[config.mk]
export PLATFORM = sky130hd
export DESIGN_NAME = ard_seq_sender
export DESIGN_NICKNAME = d
export VERILOG_FILES = /design/src/rtl/ard_link_pkg.sv /design/src/rtl/hold_timer.sv /design/src/rtl/ard_seq_sender.sv
export SDC_FILE = /design/constraint.sdc
export NUM_CORES = 1
export LEC_CHECK = 0
export ABC_AREA = 1
export CAP_MARGIN = 40
export CELL_PAD_IN_SITES_DETAIL_PLACEMENT = 0
export CELL_PAD_IN_SITES_GLOBAL_PLACEMENT = 2
export CORE_UTILIZATION = 30
export CTS_BUF_LIST = sky130_fd_sc_hd__clkbuf_4
export CTS_CLUSTER_DIAMETER = 80
export DETAILED_ROUTE_END_ITERATION = 6
export GPL_TIMING_DRIVEN = 0
export PLACE_DENSITY_LB_ADDON = 0.1
export SYNTH_ARGS = -nofsm -noshare
export SYNTH_HDL_FRONTEND = slang
export SYNTH_HIERARCHICAL = 1
export SYNTH_SLANG_ARGS = --single-unit
[constraint.sdc]
create_clock -name hwclk -period 3.6 [get_ports hwclk]
set_input_delay 0.54 -clock hwclk [delete_from_list [all_inputs] [get_ports hwclk]]
set_output_delay 0.54 -clock hwclk [all_outputs]
set_load 0.02 [all_outputs]
[src/rtl/ard_link_pkg.sv]
// Shared definitions for the Arduino link blocks: sequencer state encoding,
// default strobe timing and small elaboration-time helpers.
package ard_link_pkg;

    typedef enum logic [1:0] {
        ST_IDLE = 2'd0,
        ST_HOLD = 2'd1,
        ST_GAP  = 2'd2,
        ST_DONE = 2'd3
    } link_state_e;

    // 0.1 s strobe and 10 ms gap at a 12 MHz link clock
    localparam int DEF_HOLD_CYCLES = 1200000;
    localparam int DEF_GAP_CYCLES  = 120000;

    function automatic int max_int(input int a, input int b);
        return (a > b) ? a : b;
    endfunction

endpackage

[src/rtl/hold_timer.sv]
// Loadable down-counter shared by the HOLD and GAP phases; expired is high
// while the count sits at zero.
module hold_timer #(
    parameter int CNT_W = 3
) (
    input  logic             clk,
    input  logic             rst,
    input  logic             load,
    input  logic [CNT_W-1:0] load_val,
    output logic             expired
);

    logic [CNT_W-1:0] count_r;

    // Down-counter: reload wins, otherwise count towards zero and park there.
    always_ff @(posedge clk) begin
        if (rst) begin
            count_r <= {CNT_W{1'b0}};
        end else if (load) begin
            count_r <= load_val;
        end else if (count_r != {CNT_W{1'b0}}) begin
            count_r <= count_r - CNT_W'(1);
        end
    end

    assign expired = (count_r == {CNT_W{1'b0}});

endmodule

[src/rtl/ard_seq_sender.sv]
// Sends a latched multi-digit payload to an Arduino one digit at a time,
// each digit qualified by a timed strobe with optional gaps between digits.
module ard_seq_sender
    import ard_link_pkg::*;
#(
    parameter  int DATA_W      = 4,
    parameter  int NUM_DIGITS  = 4,
    parameter  int HOLD_CYCLES = DEF_HOLD_CYCLES,
    parameter  int GAP_CYCLES  = DEF_GAP_CYCLES,
    localparam int IDX_W       = (NUM_DIGITS > 1) ? $clog2(NUM_DIGITS) : 1,
    localparam int PAY_W       = NUM_DIGITS * DATA_W
) (
    input  logic              hwclk,
    input  logic              rst,
    input  logic              start,
    input  logic [PAY_W-1:0]  digits,
    input  logic              abort,
    output logic [DATA_W-1:0] data_out,
    output logic              strobe,
    output logic              busy,
    output logic              done,
    output logic [IDX_W-1:0]  digit_idx
);

    localparam int               CNT_W     = $clog2(max_int(HOLD_CYCLES, GAP_CYCLES) + 1);
    localparam logic [IDX_W-1:0] LAST_IDX  = IDX_W'(NUM_DIGITS - 1);
    localparam logic [CNT_W-1:0] HOLD_LOAD = CNT_W'(HOLD_CYCLES - 1);
    localparam logic [CNT_W-1:0] GAP_LOAD  = CNT_W'((GAP_CYCLES > 0) ? (GAP_CYCLES - 1) : 0);

    link_state_e       state_r, state_s;
    logic [IDX_W-1:0]  idx_r, idx_s;
    logic [PAY_W-1:0]  shadow_r, shadow_s;
    logic              load_s;
    logic [CNT_W-1:0]  load_val_s;
    logic              expired_s;
    logic [DATA_W-1:0] data_out_r;
    logic              strobe_r, busy_r, done_r;

    hold_timer #(.CNT_W(CNT_W)) u_timer (
        .clk      (hwclk),
        .rst      (rst),
        .load     (load_s),
        .load_val (load_val_s),
        .expired  (expired_s)
    );

    // Next-state, digit index, shadow capture and timer reload decisions.
    always_comb begin
        state_s    = state_r;
        idx_s      = idx_r;
        shadow_s   = shadow_r;
        load_s     = 1'b0;
        load_val_s = HOLD_LOAD;
        case (state_r)
            ST_IDLE: begin
                if (start) begin
                    state_s  = ST_HOLD;
                    idx_s    = {IDX_W{1'b0}};
                    shadow_s = digits;
                    load_s   = 1'b1;
                end else begin
                    state_s  = ST_IDLE;
                end
            end
            ST_HOLD: begin
                if (abort) begin
                    state_s = ST_IDLE;
                end else if (expired_s) begin
                    if (idx_r == LAST_IDX) begin
                        state_s = ST_DONE;
                    end else if (GAP_CYCLES > 0) begin
                        state_s    = ST_GAP;
                        load_s     = 1'b1;
                        load_val_s = GAP_LOAD;
                    end else begin
                        // no gap: next digit goes out on the same edge
                        state_s = ST_HOLD;
                        idx_s   = idx_r + IDX_W'(1);
                        load_s  = 1'b1;
                    end
                end else begin
                    state_s = ST_HOLD;
                end
            end
            ST_GAP: begin
                if (abort) begin
                    state_s = ST_IDLE;
                end else if (expired_s) begin
                    state_s = ST_HOLD;
                    idx_s   = idx_r + IDX_W'(1);
                    load_s  = 1'b1;
                end else begin
                    state_s = ST_GAP;
                end
            end
            ST_DONE: begin
                state_s = ST_IDLE;
            end
            default: begin
                state_s = ST_IDLE;
            end
        endcase
    end

    // State, index and payload shadow registers.
    always_ff @(posedge hwclk) begin
        if (rst) begin
            state_r  <= ST_IDLE;
            idx_r    <= {IDX_W{1'b0}};
            shadow_r <= {PAY_W{1'b0}};
        end else begin
            state_r  <= state_s;
            idx_r    <= idx_s;
            shadow_r <= shadow_s;
        end
    end

    // Outputs registered from the next state so they line up with it;
    // data_out only changes when a digit enters HOLD.
    always_ff @(posedge hwclk) begin
        if (rst) begin
            data_out_r <= {DATA_W{1'b0}};
            strobe_r   <= 1'b0;
            busy_r     <= 1'b0;
            done_r     <= 1'b0;
        end else begin
            if (state_s == ST_HOLD) begin
                data_out_r <= shadow_s[int'(idx_s) * DATA_W +: DATA_W];
            end
            strobe_r <= (state_s == ST_HOLD);
            busy_r   <= (state_s == ST_HOLD) || (state_s == ST_GAP);
            done_r   <= (state_s == ST_DONE);
        end
    end

    assign data_out  = data_out_r;
    assign strobe    = strobe_r;
    assign busy      = busy_r;
    assign done      = done_r;
    assign digit_idx = idx_r;

endmodule

# Word-level counts from Yosys, hierarchy flattened
# Index checks and enable logic that the tools add are counted.
totals:
  ff_bits: 48
  latchBits: 0
  mem_bits_rw: 0
  romBits: 0
  in_bits: 20
  output_inout_bits: 9
  word_cells: 49
  memories: 0
classes:
  addsub: 2
  mul: 0
  div_mod_pow: 0
  n_lt_le_gt_ge: 0
  eq_ne: 7
  n_shift: 1
  mux: 26
  n_bitwise: 0
  reduce_logical: 5
op_table:
  columns: ["cell", "count"]
  rows:
  - ["two-way mux 21 bit", 6]
  - ["two-way mux 16 bit", 2]
  - ["zero test 21 bit", 1]
  - ["nonzero test 21 bit", 1]
  - ["subtractor 21 x 1 -> 21 bit (second input constant)", 1]
  - ["indexed part select 16 x 5 -> 4 bit", 1]
  - ["two-way mux 2 bit", 7]
  - ["== test 2 bit (second input constant)", 5]
  - ["two-way mux 1 bit", 8]
  - ["case mux 2 bit (4 select lines)", 1]
  - ["== test 2 x 1 -> 1 bit (second input constant)", 2]
  - ["case mux 2 bit (2 select lines)", 1]
  - ["case mux 1 bit (3 select lines)", 1]
  - ["adder 2 x 1 -> 2 bit (second input constant)", 1]
  - ["zero test 2 bit", 1]
  - ["nonzero test 2 bit", 1]
  - ["logical OR 1 bit", 1]

# Longest topological paths before layout
logic_depth:
  depth_word: 7
  ltp_mapped: 17
  depth_no_buf: 16

# Cells and area by module
# Netlist, hierarchy kept.
modules_own_cells:
  columns: ["module", "instances", "cells_each", "area_per_inst_um2", "seq_area_each_um2"]
  rows:
  - ["hold_timer", 1, 224, 1415.1, 420.4]
  - ["ard_seq_sender", 1, 204, 1402.6, 540.5]

# Least setup slack after synthesis
# OpenSTA, ideal clock, no wires.
synth_timing:
  path_type: "reg-to-reg"
  start: "register u_timer.count_r[10]"
  end: "register u_timer.count_r[1]"
  setup_time_ps: 70
  arrival_time_ps: 2189
  required_ps: 3530
  slack_ps: 1341
  path_stages_with_launch: 14
  n_path_buf: 1
  period_less_slack_ps: 2259
  cell_sequence: "dfxtp_1 nor2_2 nand2_1 nor2_4 nand3_1 inv_1 inv_1 nor3_1 inv_1 nand3_1 clkbuf_1 nand2_1 o21a_1 a21oi_1"
synth_via:
  elab_chain_cells: 5
  word_cells_on_any_way: 12
  cone_classes: "mux: 9; reduce/logical: 3"
synth_rtl:
  columns: ["item", "line", "text"]
  rows:
  - ["start: declaration", "hold_timer.sv:13", "logic [CNT_W-1:0] count_r;"]
  - ["start signal: assignment", "hold_timer.sv:18", "count_r <= {CNT_W{1'b0}};"]
  - ["start signal: assignment", "hold_timer.sv:20", "count_r <= load_val;"]
  - ["start signal: assignment", "hold_timer.sv:22", "count_r <= count_r - CNT_W'(1);"]
  - ["zero test 21 bit *", "hold_timer.sv:26", "assign expired = (count_r == {CNT_W{1'b0}});"]
  - ["named net expired_s", "ard_seq_sender.sv:35", "logic expired_s;"]
  - ["two-way mux 1 bit, on equally long branches", "ard_seq_sender.sv:88, ard_seq_sender.sv:68", null]
  - ["two-way mux 1 bit, on equally long branches", "ard_seq_sender.sv:86, ard_seq_sender.sv:66", null]
  - ["case mux 1 bit (3 select lines) *", "ard_seq_sender.sv:54", "case (state_r)"]
  - ["named net load_s", "ard_seq_sender.sv:33", "logic load_s;"]
  - ["two-way mux 21 bit or nonzero test 2 bit (tied branches)", null, null]
# The timed path passes the listed nets; every way through them passes the cells marked *.
# A chain may end at the register's enable or synchronous reset.

# Worst setup path in the final report
layout_timing:
  start: "register u_timer.count_r[9]"
  end: "register u_timer.count_r[4]"
# Same word-level chain as after synthesis.

==> impl_metrics.py <==
metrics = {
    "worst_setup_path": {
        "critPathMostFrequentCell": "inv_1",
        "required_ns": 3.91,
        "crit_path_end_kind": "flop",
        "worst_path_dominant_cell_family": "simple AND/OR/NAND/NOR gates",
        "critical_path_arrival_ns": 3.45,
        "critical_path_class": "reg2reg",
        "worst-path-buf-inv": 4,
        "path_cells": "nor2_1, nand2_1, nor2_4, nand3_1, inv_1, inv_1, nor3_2, inv_1, nand3_1, clkbuf_1, a21oi_1, o21ai_0, o21ai_0, nor2_1",
        "worst_setup_path_start_kind": "flop",
        "crit_fanout": 10,
        "cp_slowest_cell": "nor3_2",
        "critPathMaxStageDelay_ns": 0.46,
    },
    "route": {
        "drcViolationCount": 0,
        "drt_pass1_iterations": 4,
        "num_vias": 2576,
        "drt-initial-drc-count": 48,
        "drt_wl_total_um": 7603,
        "vias_per_cell": 4.449,
        "postRouteAntennaNets": 0,
        "wl_per_cell_um": 13.13,
    },
    "hold_path": {
        "worstHoldPathType": "reg2reg",
    },
    "place": {
        "gp_congestion": 0.7652,
        "dpl.hpwl_um": 5768,
        "port_buffers": 26,
        "dp_worst_setup_slack_ns": 0.04364,
    },
    "clock_network": {
        "path_clk_slew_ns": 0.15,
        "max-clock-path-buffers": 2,
        "cts.sinks": 48,
        "htreeDepth": 2,
        "cts_made_buffers": 5,
        "tritoncts": "done",
        "cts-root-buf": "clkbuf_4",
        "hold_buffers": 0,
        "clk_latency_ns": 0.38,
    },
    "synth": {
        "mappedNetlistArea_mm2": 0.002818,
        "synth_cell_types": 30,
        "avgSynthCellArea_um2": 6.583,
        "synth-seq-cells": 48,
        "synth-seq-area-share_pct": 34.10,
        "netlist_instances": 428,
        "yosysWarnings": 6,
    },
    "layout": {
        "fill_cells": 972,
        "fin_nets": 496,
        "drive_above_1_share_pct": 10.19,
        "utilization_pct": 37.21,
        "diodes": 0,
        "area_growth_pct": 17.41,
    },
    "die": {
        "start_util_pct": 31.69,
        "die_h_um": 98.92,
        "io_pins": 29,
        "die_w_um": 98.92,
        "die_area_mm2": 0.009784,
        "rows": 34,
        "coreArea_mm2": 0.008891,
    },
    "sta": {
        "worst_pin_slew_ns": 0.5706,
        "fin_skew_ns": 0.01991,
        "period_needed_ns": 3.141,
        "hold_viol": 0,
        "setup_slack_ns": 0.4593,
        "maxSlewHeadroom_pct": 61.96,
        "setup_viol": 0,
        "fin_setup_tns_ns": 0,
        "fin_crit_sh_pct": 87.24,
        "timing.fmax_mhz": 318.4,
        "maxSlewViolCount": 0,
        "rsz0062_at_grt": "false",
    },
    "power_and_ir_drop": {
        "intPower_mw": 0.8113,
        "p_leak_nw": 1.520,
        "irDropWorstVdd_uv": 146.3,
        "clockPowerShare_pct": 21.0,
        "p_total_mw": 1.291,
        "p_sw_share_pct": 37.15,
        "p_seq_share_pct": 47.4,
        "power-per-cell-area_mw_per_mm2": 390.2,
        "p_sw_mw": 0.4796,
        "combPwrFrac_pct": 31.5,
    },
    "global_routing": {
        "grt_max_degree": 15,
        "grt_pass1_vias": 2523,
        "antenna_found_initial": 0,
        "grt_pass1_wl_um": 12540,
        "grt_overflow_total": 0,
        "track_usage_pct": 16.67,
    },
    "outcome": {
        "status": "finished clean",
    },
    "job": {
        "maxCapViolCount": 0,
    },
}
Yosys cell counts:
cell      instances  area, um2
nand4_1           7      43.79
nor2_1           67      251.5
a21boi_0          2      15.01
inv_4             1      6.260
buf_1             1      3.750
nor3_1            3      15.01
o21a_1            5      37.54
conb_1            2      7.510
clkbuf_1          7      26.28
ha_1              6      75.07
dfxtp_1          48      960.9
nand2_1         100      375.4
nor2_2            8      50.05
xor2_1            3      26.28
nand2_2           8      50.05
xnor2_1           2      17.52
a21oi_1          19      95.09
o21ai_0          12      60.06
nand2_4           5      56.30
buf_2             2      10.01
nand3_1          35      175.2
buf_6             2      22.52
nand3b_1          9      67.56
inv_2             1      3.750
nor2_4            6      67.56
nand3_2           1      10.01
o21ai_1           2      10.01
o21ai_2           6      52.55
inv_1            56      210.2
o211ai_1          2      15.01
per-stage QoR:
| stage | cell area (um2) | instances | hold slack, ns |
|---|---|---|---|
| 3_5_place_dp | 3247 | 571 | 0.4625 |
| 5_1_grt | 3308 | 579 | 0.5093 |
| 6_report | 3308 | 579 | 0.4812 |
| 3_3_place_gp | 3247 | 571 | 0.4571 |
| 4_1_cts | 3303 | 579 | 0.4825 |
| 2_1_floorplan | 2851 | 437 | 0.4417 |
tightest hold or removal path: stages (launching register included):
cell and delay [ns]:
dfxtp_1 0.34, nand2_1 0.06, a21oi_1 0.05
path summary, 6_finish.rpt:
path,startpoint,endpoint,slack (ns),cells after the start
max reg2reg,u_timer/count_r[9]$_SDFFE_PP0P_,u_timer/count_r[4]$_SDFFE_PP0P_,0.46,14
min reg2reg,u_timer/count_r[0]$_SDFFE_PP0P_,u_timer/count_r[0]$_SDFFE_PP0P_,0.48,2
max,u_timer/count_r[9]$_SDFFE_PP0P_,u_timer/count_r[4]$_SDFFE_PP0P_,0.46,14
min,u_timer/count_r[0]$_SDFFE_PP0P_,u_timer/count_r[0]$_SDFFE_PP0P_,0.48,2
power by group through the flow:
| stage | clock network, mW | logic (mW) | registers (mW) |
|---|---|---|---|
| after global routing | 0.307 | 0.465 | 0.619 |
| after CTS | 0.292 | 0.414 | 0.613 |
| final | 0.271 | 0.407 | 0.612 |
| after detailed placement | 0 | 0.412 | 0.625 |
| after global placement | 0 | 0.411 | 0.624 |
| after floorplan | 0 | 0.296 | 0.624 |
sequential cells by signal, summed over array words and instances (netlist names), named ones only:
signal	count
u_timer/count_r	21
shadow_r	16
data_out	4
state_r	2
busy	1
digit_idx	1
done	1
strobe	1
layer usage:
metal	vias to the layer above	wire [um]	global-route usage [%]
met2	34	3904	31.20
li1	1411	-	-
met5	-	0	0
met3	9	191	2.482
met1	1122	3383	19.49
met4	0	123	4.937
area by class of cell:
cell class	instances	area [um2]	share of cell area (%)
sequential	48	960.9	29.05
clock inverter	2	11.26	0.3404
inverter	58	220.2	6.657
multi-input combinational	319	1613	48.75
buffer	12	62.56	1.891
clock buffer	6	45.04	1.362
timing repair buffer	26	260.3	7.867
tap	108	135.1	4.085
timing repair:
action | in CTS | in global routing
resized for setup | 0 | 1
setup endpoints to repair | 0 | 21
hold endpoints to repair | 0 | 0
buffers inserted | 0 | 0
logic make-up after synthesis:
logic type,count (synthesis),share of synthesized area [%]
XOR/XNOR,5,1.554
other,2,0.2665
adder cells (fa/ha/maj),6,2.664
AO/OA/AOI/OAI,48,10.12
flip-flops,48,34.10
AND/OR/NAND/NOR,249,41.25
buffers and inverters,70,10.04
cell usage in the layout (no fill, tap or decap), types with 7 or more instances in the layout:
| cell type | count |
|---|---|
| nand2_1 | 100 |
| nor2_1 | 67 |
| inv_1 | 56 |
| dfxtp_1 | 48 |
| nand3_1 | 35 |
| clkdlybuf4s50_1 | 26 |
| a21oi_1 | 19 |
| o21ai_0 | 12 |
| conb_1 | 11 |
| nand3b_1 | 9 |
| nor2_2 | 8 |
| nand2_2 | 8 |
| clkbuf_1 | 7 |
| nand4_1 | 7 |
No activity file was read; power rests on OpenSTA's default activity.
